**config.mk**
```make
export PLATFORM = sky130hd
export DESIGN_NAME = wb_write_arbiter
export DESIGN_NICKNAME = d
export VERILOG_FILES = /design/src/rtl/cpu_types_pkg.sv /design/src/rtl/wb_fifo.sv /design/src/rtl/wb_write_arbiter.sv
export SDC_FILE = /design/constraint.sdc
export NUM_CORES = 1
export LEC_CHECK = 0
export ABC_AREA = 1
export CAP_MARGIN = 20
export CORE_UTILIZATION = 45
export DETAILED_ROUTE_END_ITERATION = 10
export PLACE_DENSITY_LB_ADDON = 0.12
export SLEW_MARGIN = 20
export SYNTH_ARGS = -nofsm -noshare
export SYNTH_HDL_FRONTEND = slang
export SYNTH_SLANG_ARGS = --single-unit
export TNS_END_PERCENT = 10
```
**constraint.sdc**
```tcl
create_clock -name CLK -period 3.04 [get_ports CLK]
set_input_delay 0.76 -clock CLK [delete_from_list [all_inputs] [get_ports CLK]]
set_output_delay 0.76 -clock CLK [all_outputs]
set_load 0.02 [all_outputs]
```
**src/rtl/cpu_types_pkg.sv**
```systemverilog
// Shared CPU types plus the write-port arbiter's request record, defaults
// and selection encoding.
package cpu_types_pkg;

  typedef logic [31:0] word_t;
  typedef logic [4:0]  regbits_t;

  // One register-file write: destination register and data.
  typedef struct packed {
    regbits_t wsel;
    word_t    wdat;
  } wb_req_t;

  localparam int unsigned WB_BUF_DEPTH    = 32'd2;
  localparam int unsigned WB_STARVE_LIMIT = 32'd8;

  // Which source owns the register-file write slot this cycle.
  typedef enum logic [1:0] {
    SEL_IDLE = 2'd0,
    SEL_WB   = 2'd1,
    SEL_FIFO = 2'd2
  } wb_sel_e;

  // One-hot register mask used to build the pending-write vector.
  function automatic word_t reg_onehot(input regbits_t r);
    reg_onehot = 32'h0000_0001 << r;
  endfunction

endpackage

```
**src/rtl/wb_fifo.sv**
```systemverilog
// Small in-order FIFO for long-latency results. Besides push/pop it exposes
// every slot with a valid bit so the arbiter can build the pending mask.
// DEPTH must be a power of two so the pointers wrap naturally.
module wb_fifo
  import cpu_types_pkg::*;
#(
  parameter int unsigned DEPTH = WB_BUF_DEPTH,
  localparam int unsigned PTR_W = $clog2(DEPTH),
  localparam int unsigned CNT_W = PTR_W + 32'd1
) (
  input  logic                CLK,
  input  logic                nRST,
  input  logic                push_i,
  input  wb_req_t             push_data_i,
  input  logic                pop_i,
  output logic                full_o,
  output logic                empty_o,
  output logic [CNT_W-1:0]    count_o,
  output wb_req_t             head_o,
  output wb_req_t [DEPTH-1:0] entries_o,
  output logic [DEPTH-1:0]    valid_o
);

  wb_req_t [DEPTH-1:0] mem_q, mem_d;
  logic [PTR_W-1:0]    wr_ptr_q, wr_ptr_d;
  logic [PTR_W-1:0]    rd_ptr_q, rd_ptr_d;
  logic [CNT_W-1:0]    count_q, count_d;
  logic                do_push_s, do_pop_s;

  assign full_o    = (count_q == CNT_W'(DEPTH));
  assign empty_o   = (count_q == {CNT_W{1'b0}});
  assign do_push_s = push_i && !full_o;
  assign do_pop_s  = pop_i && !empty_o;
  assign count_o   = count_q;
  assign head_o    = mem_q[rd_ptr_q];
  assign entries_o = mem_q;

  // Next-state for storage, pointers and occupancy.
  always_comb begin
    mem_d    = mem_q;
    wr_ptr_d = wr_ptr_q;
    rd_ptr_d = rd_ptr_q;
    count_d  = count_q;
    if (do_push_s) begin
      mem_d[wr_ptr_q] = push_data_i;
      wr_ptr_d        = wr_ptr_q + 1'b1;
    end else begin
      wr_ptr_d = wr_ptr_q;
    end
    if (do_pop_s) begin
      rd_ptr_d = rd_ptr_q + 1'b1;
    end else begin
      rd_ptr_d = rd_ptr_q;
    end
    case ({do_push_s, do_pop_s})
      2'b10:   count_d = count_q + CNT_W'(1'b1);
      2'b01:   count_d = count_q - CNT_W'(1'b1);
      default: count_d = count_q;
    endcase
  end

  // State register; reset drops every buffered entry.
  always_ff @(posedge CLK) begin
    if (!nRST) begin
      mem_q    <= {(DEPTH * $bits(wb_req_t)){1'b0}};
      wr_ptr_q <= {PTR_W{1'b0}};
      rd_ptr_q <= {PTR_W{1'b0}};
      count_q  <= {CNT_W{1'b0}};
    end else begin
      mem_q    <= mem_d;
      wr_ptr_q <= wr_ptr_d;
      rd_ptr_q <= rd_ptr_d;
      count_q  <= count_d;
    end
  end

  // A slot is live when its distance from the read pointer is below count.
  always_comb begin
    valid_o = {DEPTH{1'b0}};
    for (int i = 0; i < DEPTH; i++) begin
      valid_o[i] = ({1'b0, PTR_W'(i) - rd_ptr_q} < count_q);
    end
  end

endmodule

```
**src/rtl/wb_write_arbiter.sv**
```systemverilog
// Register-file write-port arbiter. Pipeline writeback has priority; long-
// latency results queue in wb_fifo until a free write slot appears. The
// write port is driven from registers; pending flags buffered destinations.
// Optional starvation guard: compile with WB_ARB_STARVE_GUARD_EN.
module wb_write_arbiter
  import cpu_types_pkg::*;
#(
  parameter int unsigned BUF_DEPTH    = WB_BUF_DEPTH,
  parameter int unsigned STARVE_LIMIT = WB_STARVE_LIMIT
) (
  input  logic        CLK,
  input  logic        nRST,
  input  logic        wb_valid,
  input  logic [4:0]  wb_wsel,
  input  logic [31:0] wb_wdat,
  input  logic        ll_valid,
  output logic        ll_ready,
  input  logic [4:0]  ll_wsel,
  input  logic [31:0] ll_wdat,
  output logic        WEN,
  output logic [4:0]  wsel,
  output logic [31:0] wdat,
  output logic [31:0] pending,
  output logic        pipe_stall
);

  localparam int unsigned CNT_W = $clog2(BUF_DEPTH) + 32'd1;

  if ((BUF_DEPTH < 32'd2) || ((BUF_DEPTH & (BUF_DEPTH - 32'd1)) != 32'd0) ||
      (STARVE_LIMIT < 32'd1)) begin : g_param_check
    $error("wb_write_arbiter: BUF_DEPTH must be a power of 2 >= 2, STARVE_LIMIT >= 1");
  end

  logic                    store_s, pop_s, full_s, empty_s;
  logic [CNT_W-1:0]        count_s;
  wb_req_t                 ll_req_s, head_s;
  wb_req_t [BUF_DEPTH-1:0] entries_s;
  logic [BUF_DEPTH-1:0]    valid_s;
  logic                    wb_take_s, head_prio_s;
  wb_sel_e                 sel_s;
  logic                    wen_q, wen_d;
  regbits_t                wsel_q, wsel_d;
  word_t                   wdat_q, wdat_d;
  word_t                   pending_s;

  // Ready looks only at the registered count, so a full FIFO refuses a push
  // even in a cycle where it also pops.
  assign ll_ready      = (count_s < CNT_W'(BUF_DEPTH));
  // Writes to r0 complete the handshake but are never stored.
  assign store_s       = ll_valid && ll_ready && (ll_wsel != 5'd0);
  assign ll_req_s.wsel = ll_wsel;
  assign ll_req_s.wdat = ll_wdat;
  assign wb_take_s     = wb_valid && (wb_wsel != 5'd0);
  assign pop_s         = (sel_s == SEL_FIFO);

  wb_fifo #(
    .DEPTH(BUF_DEPTH)
  ) u_fifo (
    .CLK        (CLK),
    .nRST       (nRST),
    .push_i     (store_s),
    .push_data_i(ll_req_s),
    .pop_i      (pop_s),
    .full_o     (full_s),
    .empty_o    (empty_s),
    .count_o    (count_s),
    .head_o     (head_s),
    .entries_o  (entries_s),
    .valid_o    (valid_s)
  );

`ifdef WB_ARB_STARVE_GUARD_EN
  localparam int unsigned AGE_W = $clog2(STARVE_LIMIT + 32'd1);

  logic [AGE_W-1:0] age_q, age_d;
  logic             stall_q, stall_d;

  // Age of the waiting head; stall is requested once it saturates.
  always_comb begin
    if (empty_s || pop_s) begin
      age_d = {AGE_W{1'b0}};
    end else if (age_q < AGE_W'(STARVE_LIMIT)) begin
      age_d = age_q + AGE_W'(1'b1);
    end else begin
      age_d = age_q;
    end
    stall_d = (age_d == AGE_W'(STARVE_LIMIT));
  end

  // Guard state register.
  always_ff @(posedge CLK) begin
    if (!nRST) begin
      age_q   <= {AGE_W{1'b0}};
      stall_q <= 1'b0;
    end else begin
      age_q   <= age_d;
      stall_q <= stall_d;
    end
  end

  assign head_prio_s = stall_q;
  assign pipe_stall  = stall_q;
`else
  assign head_prio_s = 1'b0;
  assign pipe_stall  = 1'b0;
`endif

  // Pick the owner of the write slot: a stalled head, then wb, then FIFO.
  always_comb begin
    sel_s = SEL_IDLE;
    if (head_prio_s && !empty_s) begin
      sel_s = SEL_FIFO;
    end else if (wb_take_s) begin
      sel_s = SEL_WB;
    end else if (!empty_s) begin
      sel_s = SEL_FIFO;
    end else begin
      sel_s = SEL_IDLE;
    end
  end

  // Next write-port value; an idle cycle keeps wsel/wdat as they were.
  always_comb begin
    wen_d  = 1'b0;
    wsel_d = wsel_q;
    wdat_d = wdat_q;
    case (sel_s)
      SEL_WB: begin
        wen_d  = 1'b1;
        wsel_d = wb_wsel;
        wdat_d = wb_wdat;
      end
      SEL_FIFO: begin
        wen_d  = 1'b1;
        wsel_d = head_s.wsel;
        wdat_d = head_s.wdat;
      end
      default: begin
        wen_d  = 1'b0;
        wsel_d = wsel_q;
        wdat_d = wdat_q;
      end
    endcase
  end

  // Registered register-file write port.
  always_ff @(posedge CLK) begin
    if (!nRST) begin
      wen_q  <= 1'b0;
      wsel_q <= 5'd0;
      wdat_q <= 32'd0;
    end else begin
      wen_q  <= wen_d;
      wsel_q <= wsel_d;
      wdat_q <= wdat_d;
    end
  end

  // Pending mask: every destination still sitting in the FIFO.
  always_comb begin
    pending_s = 32'd0;
    for (int i = 0; i < BUF_DEPTH; i++) begin
      if (valid_s[i]) begin
        pending_s = pending_s | reg_onehot(entries_s[i].wsel);
      end else begin
        pending_s = pending_s;
      end
    end
  end

  assign WEN     = wen_q;
  assign wsel    = wsel_q;
  assign wdat    = wdat_q;
  assign pending = pending_s;

endmodule

```
==> results.toml <==
[setup_path]
reg2reg_slack_ps = 1090
crit_path_start_kind = "register"
cpMaxStageDelayCell = "clkdlybuf4s50_1"
required_ps = 2280
endpoint_kind = "output pin"
crit_path_max_incr_delay_ps = 630
arrival_ps = 2180
crit_path_max_fanout = 9
reg2reg_depth = 9
crit_type = "register to output pin"
cp_cell_sequence = "inv_1 -> nor3_2 -> nand3_1 -> o21ai_1 -> clkdlybuf4s50_1"

[timing]
period_share = 0.966
rsz0062_at_grt = "true"
tightestPinTransition_ps = 671
max_freq_ghz = 0.340
whs_ps = 447
drv_slew = 0
relSlewSlack = 0.552
final-setup-viol-count = 0
period_needed_ps = 2940
hold_viol = 0
clock_skew_ps = 6.01

[synthesis]
synthesis.nets = 869
synth_edf_count = 0
ys_types = 29
ys_async_sr_fraction = 0
yosysSeqAreaShare = 0.422
synth_flop_cell = "dfxtp_1"
synth_cells = 790
synth_area_um2 = 5510
yosysWarnings = 0
ys_ff_latch = 116
syn_area_per_cell_um2 = 6.97

[global_route]
grt_max_degree = 76
antenna_found_initial = 0
overflow = 0
grt_usage = 0.244
grt_pass1_wl_um = 24700
grt_pass1_vias = 5293

[cts]
cts_buffers = 17
clock-root-buffer = "clkbuf_16"
clkTransAtPathRegs_ps = 50
max-clock-path-buffers = 2
htree_num_levels = 4
cts.sinks = 116
cts_tree = "done"
insertion_delay_ps = 400

[layout]
drive_above_1_share = 0.0766
regArea_um2 = 2330
diodes = 0
fillers = 1083
synthToLayoutAreaGrowth_pct = 36.8
final_cell_mix = "234 x nand2_1, 141 x clkdlybuf4s50_1, 128 x o21ai_0"
utilization = 0.629
layout_commonest_cell = "nand2_1"
layout.nets = 994
multi_input_area_um2 = 2620

[power]
p_switching_mw = 1.89
swShare = 0.335
p_leak_nw = 2.93
seqPwrFrac = 0.340
p_clk_frac = 0.351
cellPowerDensity_nw_per_um2 = 748
p_int_mw = 3.74
combPwrFrac = 0.308
ir_drop_mv = 0.388

[detailed_routing]
vias = 5628
drtIter0Drc = 362
wirelength_um = 15200
antenna_left = 0
wl_per_cell_um = 14.1
viasPerCell = 5.24
drt_first_pass_iters = 5
route.detailed.drc = 0

[floorplanning]
die-area_um2 = 12700
die_h_um = 113
fp.dieW_um = 113
io_pins = 150
core_region_area_um2 = 12000
initial_utilization = 0.460
num_rows = 40

[place]
gp_congestion = 0.892
port_buffers = 148
place_hpwl_um = 10100

[outcome]
run_status = "finished, final reports clean"

[hold_path]
hold-path-cell-count = 2
hp-class = "register to register"

[run]
max-cap-violations = 0
layer usage:
layer | share of wire | wire (µm) | global-route usage
met5 | 0 | 0 | 0
met4 | 0.014 | 211 | 0.0889
met3 | 0.054 | 818 | 0.0529
met2 | 0.48 | 7280 | 0.422
met1 | 0.45 | 6850 | 0.297
worst max-delay path: cells and delay by family, from the launching register on:
| family | cells | cell delay, ps |
|---|---|---|
| buffers and inverters | 2 | 790 |
| flip-flops | 1 | 410 |
| AND/OR/NAND/NOR | 2 | 380 |
| AO/OA/AOI/OAI | 1 | 190 |
stage by stage:
step / area [µm²] / power (mW) / setup WS (ps) / TNS [ps] / std cells
floorplan: 5510 / 3.07 / 904 / 0 / 790
global placement: 6890 / 3.58 / 467 / 0 / 1042
detailed placement: 6890 / 3.62 / 371 / 0 / 1042
CTS: 7480 / 5.60 / -10.4 / -11.7 / 1073
global route: 7530 / 5.95 / -67.4 / -467 / 1074
finish: 7530 / 5.63 / 103 / 0 / 1074
power groups by stage:
stage          logic (mW)  clock network [mW]  registers [mW]
6_report             1.74                1.98            1.92
3_5_place_dp         1.68                   0            1.94
5_1_grt              1.92                2.09            1.95
4_1_cts              1.69                2.00            1.91
2_1_floorplan        1.02                   0            2.05
3_3_place_gp         1.65                   0            1.93
kinds of logic (layout without fill, tap and decap cells):
group           after synthesis  count (layout)  share of synthesized area
compound gates              248             248                      0.228
flops                       116             116                      0.422
simple gates                312             312                      0.241
buf+inv                     112             249                      0.107
other cells                   1               1                   0.000681
fa+ha+maj                     1               1                    0.00227
sequential cells by signal, indices dropped and copies added, names as in the netlist:
register and count:
wdat 32, u_fifo.entries_o 74, wsel 5, u_fifo.count_o 2, u_fifo.wr_ptr_q 1, u_fifo.rd_ptr_q 1
WEN 1
Yosys cell counts, types with 10 or more instances:
master / count / area share
o21ai_0: 128 / 0.12
nand4_1: 12 / 0.014
nand2_1: 234 / 0.16
buf_6: 10 / 0.020
nand3_1: 26 / 0.024
inv_1: 51 / 0.035
dfxtp_1: 116 / 0.42
buf_4: 15 / 0.020
a21oi_1: 79 / 0.072
buf_2: 17 / 0.015
o21ai_1: 37 / 0.034
nor2_1: 22 / 0.015
layout make-up:
cell class | instances | area share
clock buffer | 21 | 0.0598
clock inverter | 10 | 0.0176
inverter | 58 | 0.0289
multi-input combinational | 562 | 0.347
sequential | 116 | 0.309
tap | 147 | 0.0244
timing repair buffer | 160 | 0.213
path summary, 6_finish.rpt:
path | start | end
worst min register to register | u_fifo.entries_o[0] | u_fifo.entries_o[0]
worst max-delay path | u_fifo.entries_o[69] | pending[15]
worst min-delay path | u_fifo.entries_o[0] | u_fifo.entries_o[0]
worst max register to register | u_fifo.count_o[1] | u_fifo.count_o[1]
timing repair:
item	CTS	global route
buffers inserted	0	1
resized for setup	4	10
pin swaps	0	1
endpoints found under the hold margin	0	0
setup endpoints to repair	4	31
hold buffers	0	0
No activity file was read; power rests on OpenSTA's default activity.
